### src/rtl/mem_arbiter.sv
// rtl/mem_arbiter.sv - single-port RAM arbiter sharing one port between fetch and load/store
// Optional: define ARB_RR_EN for round-robin arbitration on simultaneous requests.
module mem_arbiter #(
  parameter int ADDR_W  = 32,
  parameter int DATA_W  = 32,
  parameter int RAM_LAT = 1
) (
  input  logic              clk,
  input  logic              rst,
  input  logic              if_req,
  input  logic [ADDR_W-1:0] if_addr,
  output logic              if_gnt,
  output logic              if_rvalid,
  output logic [DATA_W-1:0] if_rdata,
  input  logic              d_req,
  input  logic              d_we,
  input  logic [ADDR_W-1:0] d_addr,
  input  logic [DATA_W-1:0] d_wdata,
  output logic              d_gnt,
  output logic              d_rvalid,
  output logic [DATA_W-1:0] d_rdata,
  output logic              ram_ce,
  output logic              ram_we,
  output logic [ADDR_W-1:0] ram_addr,
  output logic [DATA_W-1:0] ram_wdata,
  input  logic [DATA_W-1:0] ram_rdata,
  output logic              busy
);

  typedef enum logic [1:0] {S_IDLE, S_ISSUE, S_WAIT, S_RESP} state_e;

  localparam logic [3:0] LAT_M1 = 4'(RAM_LAT - 1);

  state_e            state_q, state_d;
  logic              owner_q, owner_d;
  logic              we_q, we_d;
  logic [ADDR_W-1:0] addr_q, addr_d;
  logic [DATA_W-1:0] wdata_q, wdata_d;
  logic [3:0]        cnt_q, cnt_d;
  logic [DATA_W-1:0] if_rdata_q, d_rdata_q;
  logic              req_any;
  logic              pick_d;
  logic              grant;
  logic              capture;

  assign req_any = if_req | d_req;
  assign grant   = (state_q == S_IDLE) && req_any;
  assign capture = (state_q == S_WAIT) && (cnt_q == 4'd0);

  // owner_q is 1 for the data path; it doubles as the last-owner record for round-robin.
  always_comb begin
    pick_d = d_req;
`ifdef ARB_RR_EN
    if (if_req && d_req) begin
      pick_d = ~owner_q;
    end
`endif
  end

  always_ff @(posedge clk or posedge rst) begin
    if (rst) begin
      state_q <= S_IDLE;
    end else begin
      state_q <= state_d;
    end
  end

  always_comb begin
    state_d = state_q;
    case (state_q)
      S_IDLE:  if (req_any) state_d = S_ISSUE;
      S_ISSUE: state_d = we_q ? S_RESP : S_WAIT;
      S_WAIT:  if (cnt_q == 4'd0) state_d = S_RESP;
      S_RESP:  state_d = S_IDLE;
      default: state_d = S_IDLE;
    endcase
  end

  always_comb begin
    owner_d = owner_q;
    we_d    = we_q;
    addr_d  = addr_q;
    wdata_d = wdata_q;
    cnt_d   = cnt_q;
    if (grant) begin
      owner_d = pick_d;
      we_d    = pick_d & d_we;
      addr_d  = pick_d ? d_addr : if_addr;
      wdata_d = d_wdata;
    end
    if (state_q == S_ISSUE) begin
      cnt_d = LAT_M1;
    end else if (state_q == S_WAIT) begin
      cnt_d = cnt_q - 4'd1;
    end
  end

  always_ff @(posedge clk or posedge rst) begin
    if (rst) begin
      owner_q    <= 1'b0;
      we_q       <= 1'b0;
      addr_q     <= '0;
      wdata_q    <= '0;
      cnt_q      <= 4'd0;
      if_rdata_q <= '0;
      d_rdata_q  <= '0;
    end else begin
      owner_q <= owner_d;
      we_q    <= we_d;
      addr_q  <= addr_d;
      wdata_q <= wdata_d;
      cnt_q   <= cnt_d;
      if (capture && owner_q) begin
        d_rdata_q <= ram_rdata;
      end
      if (capture && !owner_q) begin
        if_rdata_q <= ram_rdata;
      end
    end
  end

  // Grants are combinational from IDLE; rst gates them so every output is 0 during reset.
  always_comb begin
    if_gnt    = 1'b0;
    d_gnt     = 1'b0;
    if_rvalid = 1'b0;
    d_rvalid  = 1'b0;
    ram_ce    = 1'b0;
    ram_we    = 1'b0;
    ram_addr  = '0;
    ram_wdata = '0;
    busy      = (state_q != S_IDLE);
    case (state_q)
      S_IDLE: begin
        if (!rst) begin
          d_gnt  = pick_d;
          if_gnt = if_req & ~pick_d;
        end
      end
      S_ISSUE: begin
        ram_ce   = 1'b1;
        ram_addr = addr_q;
        if (we_q) begin
          ram_we    = 1'b1;
          ram_wdata = wdata_q;
        end
      end
      S_RESP: begin
        d_rvalid  = owner_q;
        if_rvalid = ~owner_q;
      end
      default: ;
    endcase
  end

  assign if_rdata = if_rdata_q;
  assign d_rdata  = d_rdata_q;

endmodule

### config.mk
export PLATFORM = sky130hd
export DESIGN_NAME = mem_arbiter
export DESIGN_NICKNAME = d
export VERILOG_FILES = /design/src/rtl/mem_arbiter.sv
export SDC_FILE = /design/constraint.sdc
export NUM_CORES = 1
export LEC_CHECK = 0
export ABC_AREA = 1
export CORE_ASPECT_RATIO = 2
export CORE_MARGIN = 1.5
export CORE_UTILIZATION = 40
export DETAILED_ROUTE_END_ITERATION = 6
export PLACE_DENSITY = 0.84
export SYNTH_ARGS = -nofsm -noshare
export SYNTH_HDL_FRONTEND = slang
export SYNTH_SLANG_ARGS = --single-unit
### constraint.sdc
create_clock -name clk -period 6.79 [get_ports clk]
set_input_delay 0.679 -clock clk [delete_from_list [all_inputs] [get_ports clk]]
set_output_delay 0.679 -clock clk [all_outputs]
set_load 0.005 [all_outputs]
==> results of run 1 <==
cells by family (layout without fill, tap and decap cells):
kind of cell / count (synthesis) / in the layout / synth area share [%]
other: 0 / 1 / 0
adder cells (fa/ha/maj): 6 / 6 / 1.18
buffers and inverters: 133 / 389 / 8.71
AO/OA/AOI/OAI: 38 / 38 / 3.17
AND/OR/NAND/NOR: 519 / 519 / 33.5
flip-flops: 136 / 136 / 53.5
critical path: stages (launching register included):
cell and delay, ns:
dfrtp_1 0.43, inv_1 0.10, ha_1 0.17, nand2_1 0.61, nor2_1 0.42, clkdlybuf4s50_1 0.56
per-stage QoR:
| step | hold WS [ns] | instance area (um2) | instances |
|---|---|---|---|
| floorplan | 0.442 | 6360 | 832 |
| global placement | 0.454 | 9120 | 1257 |
| detailed placement | 0.458 | 9120 | 1257 |
| CTS | 0.472 | 9680 | 1289 |
| global route | 0.494 | 9680 | 1290 |
| finish | 0.468 | 9680 | 1290 |
worst paths after layout:
kind                                  to
min in group asynchronous     addr_q[20]
max reg2reg                  wdata_q[21]
min                            addr_q[9]
max                        ram_wdata[20]
max in group asynchronous     addr_q[24]
min reg2reg                    addr_q[9]
layout by cell type (no fill, tap or decap), types with 5 or more instances in the layout:
master           count
nand3_1              8
nand2_1            403
nand4_1             66
dfrtp_1            136
inv_6                5
o21ai_0             35
ha_1                 5
clkdlybuf4s50_1    267
inv_1               76
nor2_1              40
clkinv_2             5
buf_4               10
clkbuf_16           17
cells in the mapped netlist:
| master | n |
|---|---|
| nor2_2 | 1 |
| o21ai_0 | 35 |
| nand2_1 | 403 |
| clkinv_1 | 1 |
| dfrtp_1 | 136 |
| clkbuf_1 | 24 |
| a21oi_1 | 2 |
| buf_1 | 4 |
| a21oi_4 | 1 |
| inv_1 | 77 |
| nand4_1 | 66 |
| buf_6 | 3 |
| nor2_1 | 40 |
| buf_4 | 2 |
| buf_2 | 20 |
| nor4_1 | 1 |
| inv_2 | 2 |
| ha_1 | 6 |
| nand3_1 | 8 |
state kept, by name, indices dropped and copies added (netlist names):
name      count
addr_q       32
cnt_q         4
d_rdata      32
if_rdata     32
owner_q       1
state_q       2
wdata_q      32
we_q          1
layer usage:
layer | GRT usage, % | wire length (um) | vias to the layer above
li1 | - | - | 3063
met1 | 24.7 | 6610 | 2904
met2 | 43.4 | 10500 | 239
met3 | 4.71 | 867 | 59
met4 | 13.8 | 1020 | 0
met5 | 0 | 0 | -
power groups by stage:
stage / Clock [mW] / Combinational (mW) / Sequential (mW)
floorplan: 0 / 0.883 / 1.41
global placement: 0 / 1.70 / 1.43
detailed placement: 0 / 1.75 / 1.44
CTS: 0.897 / 1.76 / 1.43
global route: 0.937 / 1.95 / 1.48
finish: 0.875 / 1.74 / 1.44
final cells by class:
cell class	instances	area, um2
clock buffer	18	439
antenna	1	2.50
multi-input combinational	563	2410
inverter	80	305
timing repair buffer	277	2750
fill	1377	6010
tap	201	251
sequential	136	3400
clock inverter	14	123
==> flow_summary.ini, run 1 <==
[outcome]
status = finished, final reports clean

[synthesis]
yosysTopAreaCellShare_pct = 53.5
synth_nets = 971
synth_area_um2 = 6360
syn-instance-count = 832
ys_seq_elements = 136
synth_area_leaders = dfrtp_1, nand2_1, nand4_1
yosysUniqueCellTypes = 19
synth-seq-area-share_pct = 53.5
avgSynthCellArea_um2 = 7.65
ys_warn_count = 0
yosysTopAreaCell = dfrtp_1

[sta]
relSlewSlack_pct = 26.8
finalHoldViolations = 0
period_needed_ns = 3.38
worst_pin_slew_ns = 1.09
setup_tns_ns = 0
rsz0062_at_grt = no
finClkSkew_ns = 0.00915
setup_slack_ns = 3.41
setup_violations = 0
drv_slew = 0
fmax_ghz = 0.296
fin_crit_sh_pct = 49.8

[cells_and_area]
final_layout_size_suffix_gt1_share_pct = 4.41
layout.nets = 1214
syn2layout_area_growth_pct = 52.2
final_util_pct = 61.7

[worst_setup_path]
critPathMaxFanout = 33
critPathKind = reg2out
startpoint_type = register
r2r_start = state_q[0]
worstSetupEndpointType = primary output
cp-startpoint = state_q[1]
crit_arrival_ns = 2.70
worst_r2r_path_depth = 6
crit_required_ns = 6.11
r2r_slack_ns = 4.41

[grt]
grt_overflow_total = 0
grtUsageTotal_pct = 23.8
grt_pass1_vias = 6345
grt_max_degree = 81
antenna_found_initial = 1
grt_pass1_wl_um = 31100

[die]
core-area_um2 = 15700
dieArea_um2 = 16700
die_w_um = 92.2
initial_core_util_pct = 40.5
io_pins = 268
rows = 65
die_h_um = 181

[clocking]
numCtsBuffers = 17
cts-resized-gates = 0
insertion_delay_ns = 0.41
holdBufCountCts = 0
htreeDepth = 4
root_buffer = clkbuf_16
clk_path_buf_depth = 2
clkTransAtPathRegs_ns = 0.06
post-cts-setup-buffers = 0
cts_sinks = 136
cts_tree = done

[power]
pwr-share-seq_pct = 35.4
p_per_area_nw_per_um2 = 418
p_clk_share_pct = 21.6
p_switching_mw = 1.49
pwr-share-comb_pct = 42.9
p_sw_share_pct = 36.7
vdd_ir_drop_max_mv = 0.259
p_leak_nw = 4.86
internal_power_mw = 2.56
finalPower_mw = 4.05

[placed_design]
post-place-ws_ns = 3.43
dp_hpwl_um = 13700
gp_congestion = 0.878
io_buffer_count = 267

[hold_path]
hold_class = reg2reg
min_delay_path_depth = 2
worstHoldStart = addr_q[9]

[detailed_routing]
routed_wl_um = 19000
dr.pass1.iters = 5
drc = 0
wire_per_inst_um = 14.8
drtIter0Drc = 273
via_per_inst = 4.86
drtAntennaViolNets = 0
num_vias = 6265

[job]
maxCapViolations = 0
No activity file was read; power rests on OpenSTA's default activity.
==> run 2: changes to the inputs <==
--- a/config.mk
+++ b/config.mk
@@ -8,9 +8,9 @@
 export ABC_AREA = 1
 export CORE_ASPECT_RATIO = 2
 export CORE_MARGIN = 1.5
-export CORE_UTILIZATION = 40
+export CORE_UTILIZATION = 39
 export DETAILED_ROUTE_END_ITERATION = 6
-export PLACE_DENSITY = 0.84
+export PLACE_DENSITY = 0.85
 export SYNTH_ARGS = -nofsm -noshare
 export SYNTH_HDL_FRONTEND = slang
 export SYNTH_SLANG_ARGS = --single-unit
==> constraint.sdc (replaced) <==
create_clock -name clk -period 2.8 [get_ports clk]
set_input_delay 0.28 -clock clk [delete_from_list [all_inputs] [get_ports clk]]
set_output_delay 0.28 -clock clk [all_outputs]
set_load 0.005 [all_outputs]
==> run 2 against run 1 <==
Against the previous run:
- via count down 0.43%
- cell count rose by 0.16%
- register-to-register slack got worse by 3.5 ns
- worst hold slack worse by 0.039 ns
- core utilization rose by 0.20 points
- final area rose by 1.4%
- critical path depth rose by 1
- total power grew 150%
- largest power group unchanged
- highest routed layer unchanged
==> flow_summary.ini, run 2 (same netlist as run 1, synthesis figures left out) <==
[worst_setup_path]
cp-startpoint = state_q[1]
worstSetupEndpointType = primary output
critPathKind = reg2out
startpoint_type = register
critPathMaxFanout = 33
crit_required_ns = 2.52
r2r_start = state_q[0]
crit_arrival_ns = 2.17

[cells_and_area]
syn2layout_area_growth_pct = 54.3
final_layout_size_suffix_gt1_share_pct = 4.58
final_common_cell = nand2_1
layout.nets = 1218
final_cell_mix = nand2_1, clkdlybuf4s50_1, dfrtp_1
diodes = 0
nFillCells = 1356

[sta]
relSlewSlack_pct = 56.8
finalHoldViolations = 0
finClkSkew_ns = 0.00905
setup_violations = 0
worst_pin_slew_ns = 0.649
fin_crit_sh_pct = 87.6
drv_slew = 0
rsz0062_at_grt = no
setup_tns_ns = 0
fmax_ghz = 0.408
period_needed_ns = 2.45
whs_ns = 0.429

[power]
pwr-share-comb_pct = 42.6
pwr-share-seq_pct = 34.1
p_clk_share_pct = 23.3
p_leak_nw = 4.91
p_per_area_nw_per_um2 = 1030
p_switching_mw = 3.58
internal_power_mw = 6.53
p_sw_share_pct = 35.4
vdd_ir_drop_max_mv = 0.485

[clocking]
numCtsBuffers = 17
cts-resized-gates = 0
clkTransAtPathRegs_ns = 0.06
root_buffer = clkbuf_16
cts_tree = done
post-cts-setup-buffers = 0
htreeDepth = 4
insertion_delay_ns = 0.41
holdBufCountCts = 0
cts_sinks = 136
clk_path_buf_depth = 2

[detailed_routing]
num_vias = 6238
drtAntennaViolNets = 0
via_per_inst = 4.83
dr.pass1.iters = 5
routed_wl_um = 18800
drtIter0Drc = 258
drc = 0
wire_per_inst_um = 14.5

[grt]
use_met1_pct = 23.5
antenna_found_initial = 0
grt_max_degree = 89
groute.layer.met3.usage_pct = 5.17
grt_pass1_vias = 6138
grt_overflow_total = 0
grt_busiest_layer = met2
use_met2_pct = 40.8
grtUsageTotal_pct = 22.6
grt_pass1_wl_um = 30200

[die]
die_h_um = 184
die_w_um = 93.3
dieArea_um2 = 17100
rows = 65
initial_core_util_pct = 40.1
core-area_um2 = 15900
io_pins = 268

[job]
maxCapViolations = 0

[outcome]
status = finished, final reports clean

[placed_design]
io_buffer_count = 267
gp_congestion = 0.849
dp_hpwl_um = 13400

[hold_path]
worstHoldStart = d_we
hold_class = in2reg
## run 2: area by class of cell
type / instances / area (um2) / area share, %
timing repair buffer: 281 / 2830 / 28.8
multi-input combinational: 563 / 2410 / 24.6
clock inverter: 12 / 175 / 1.78
inverter: 80 / 304 / 3.10
tap: 201 / 251 / 2.56
clock buffer: 19 / 443 / 4.51
sequential: 136 / 3400 / 34.7
## run 2: power groups by stage
stage | clock, mW | combinational [mW] | sequential, mW
6_report | 2.35 | 4.30 | 3.45
5_1_grt | 2.48 | 4.82 | 3.56
4_1_cts | 2.39 | 4.35 | 3.45
3_5_place_dp | 0 | 4.32 | 3.47
3_3_place_gp | 0 | 4.19 | 3.43
2_1_floorplan | 0 | 2.14 | 3.41
## run 2: path summary, 6_finish.rpt
kind,endpoint,slack [ns],depth (start not counted)
worst min register to register,addr_q[2],0.47,2
worst min-delay path,we_q,0.43,3
worst max register to register,wdata_q[5],0.87,7
min in group asynchronous,addr_q[20],0.44,3
max in group asynchronous,wdata_q[6],2.01,3
worst max-delay path,ram_wdata[24],0.35,6
## run 2: worst max-delay path: stages (launching register included)
cell and delay [ns]:
dfrtp_1 0.43, inv_1 0.11, ha_1 0.19, nand2_1 0.06, buf_4 0.23, nor2_1 0.16, clkdlybuf4s50_1 0.57
## run 2: layer usage
layer	vias up	wire (um)
li1	3067	-
met1	2879	6620
met2	245	10300
met3	47	916
met4	0	962
met5	-	0
## run 2: per-stage QoR
step | power (mW) | utilization [%] | std cells | area [um2] | setup slack, ns
detailed placement | 7.79 | 58.0 | 1261 | 9200 | 0.811
finish | 10.1 | 61.9 | 1292 | 9820 | 0.347
floorplan | 5.56 | - | 832 | 6370 | 0.827
global route | 10.9 | 61.9 | 1292 | 9820 | 0.164
global placement | 7.63 | 58.0 | 1261 | 9200 | 0.814
CTS | 10.2 | 61.9 | 1292 | 9820 | 0.323
==> run 3: changes to the inputs <==
--- a/config.mk
+++ b/config.mk
@@ -14,3 +14,4 @@
 export SYNTH_ARGS = -nofsm -noshare
 export SYNTH_HDL_FRONTEND = slang
 export SYNTH_SLANG_ARGS = --single-unit
+export TNS_END_PERCENT = 1
==> results of run 3 <==
No change in the layout: final DEF, timing and power equal those of run 2.
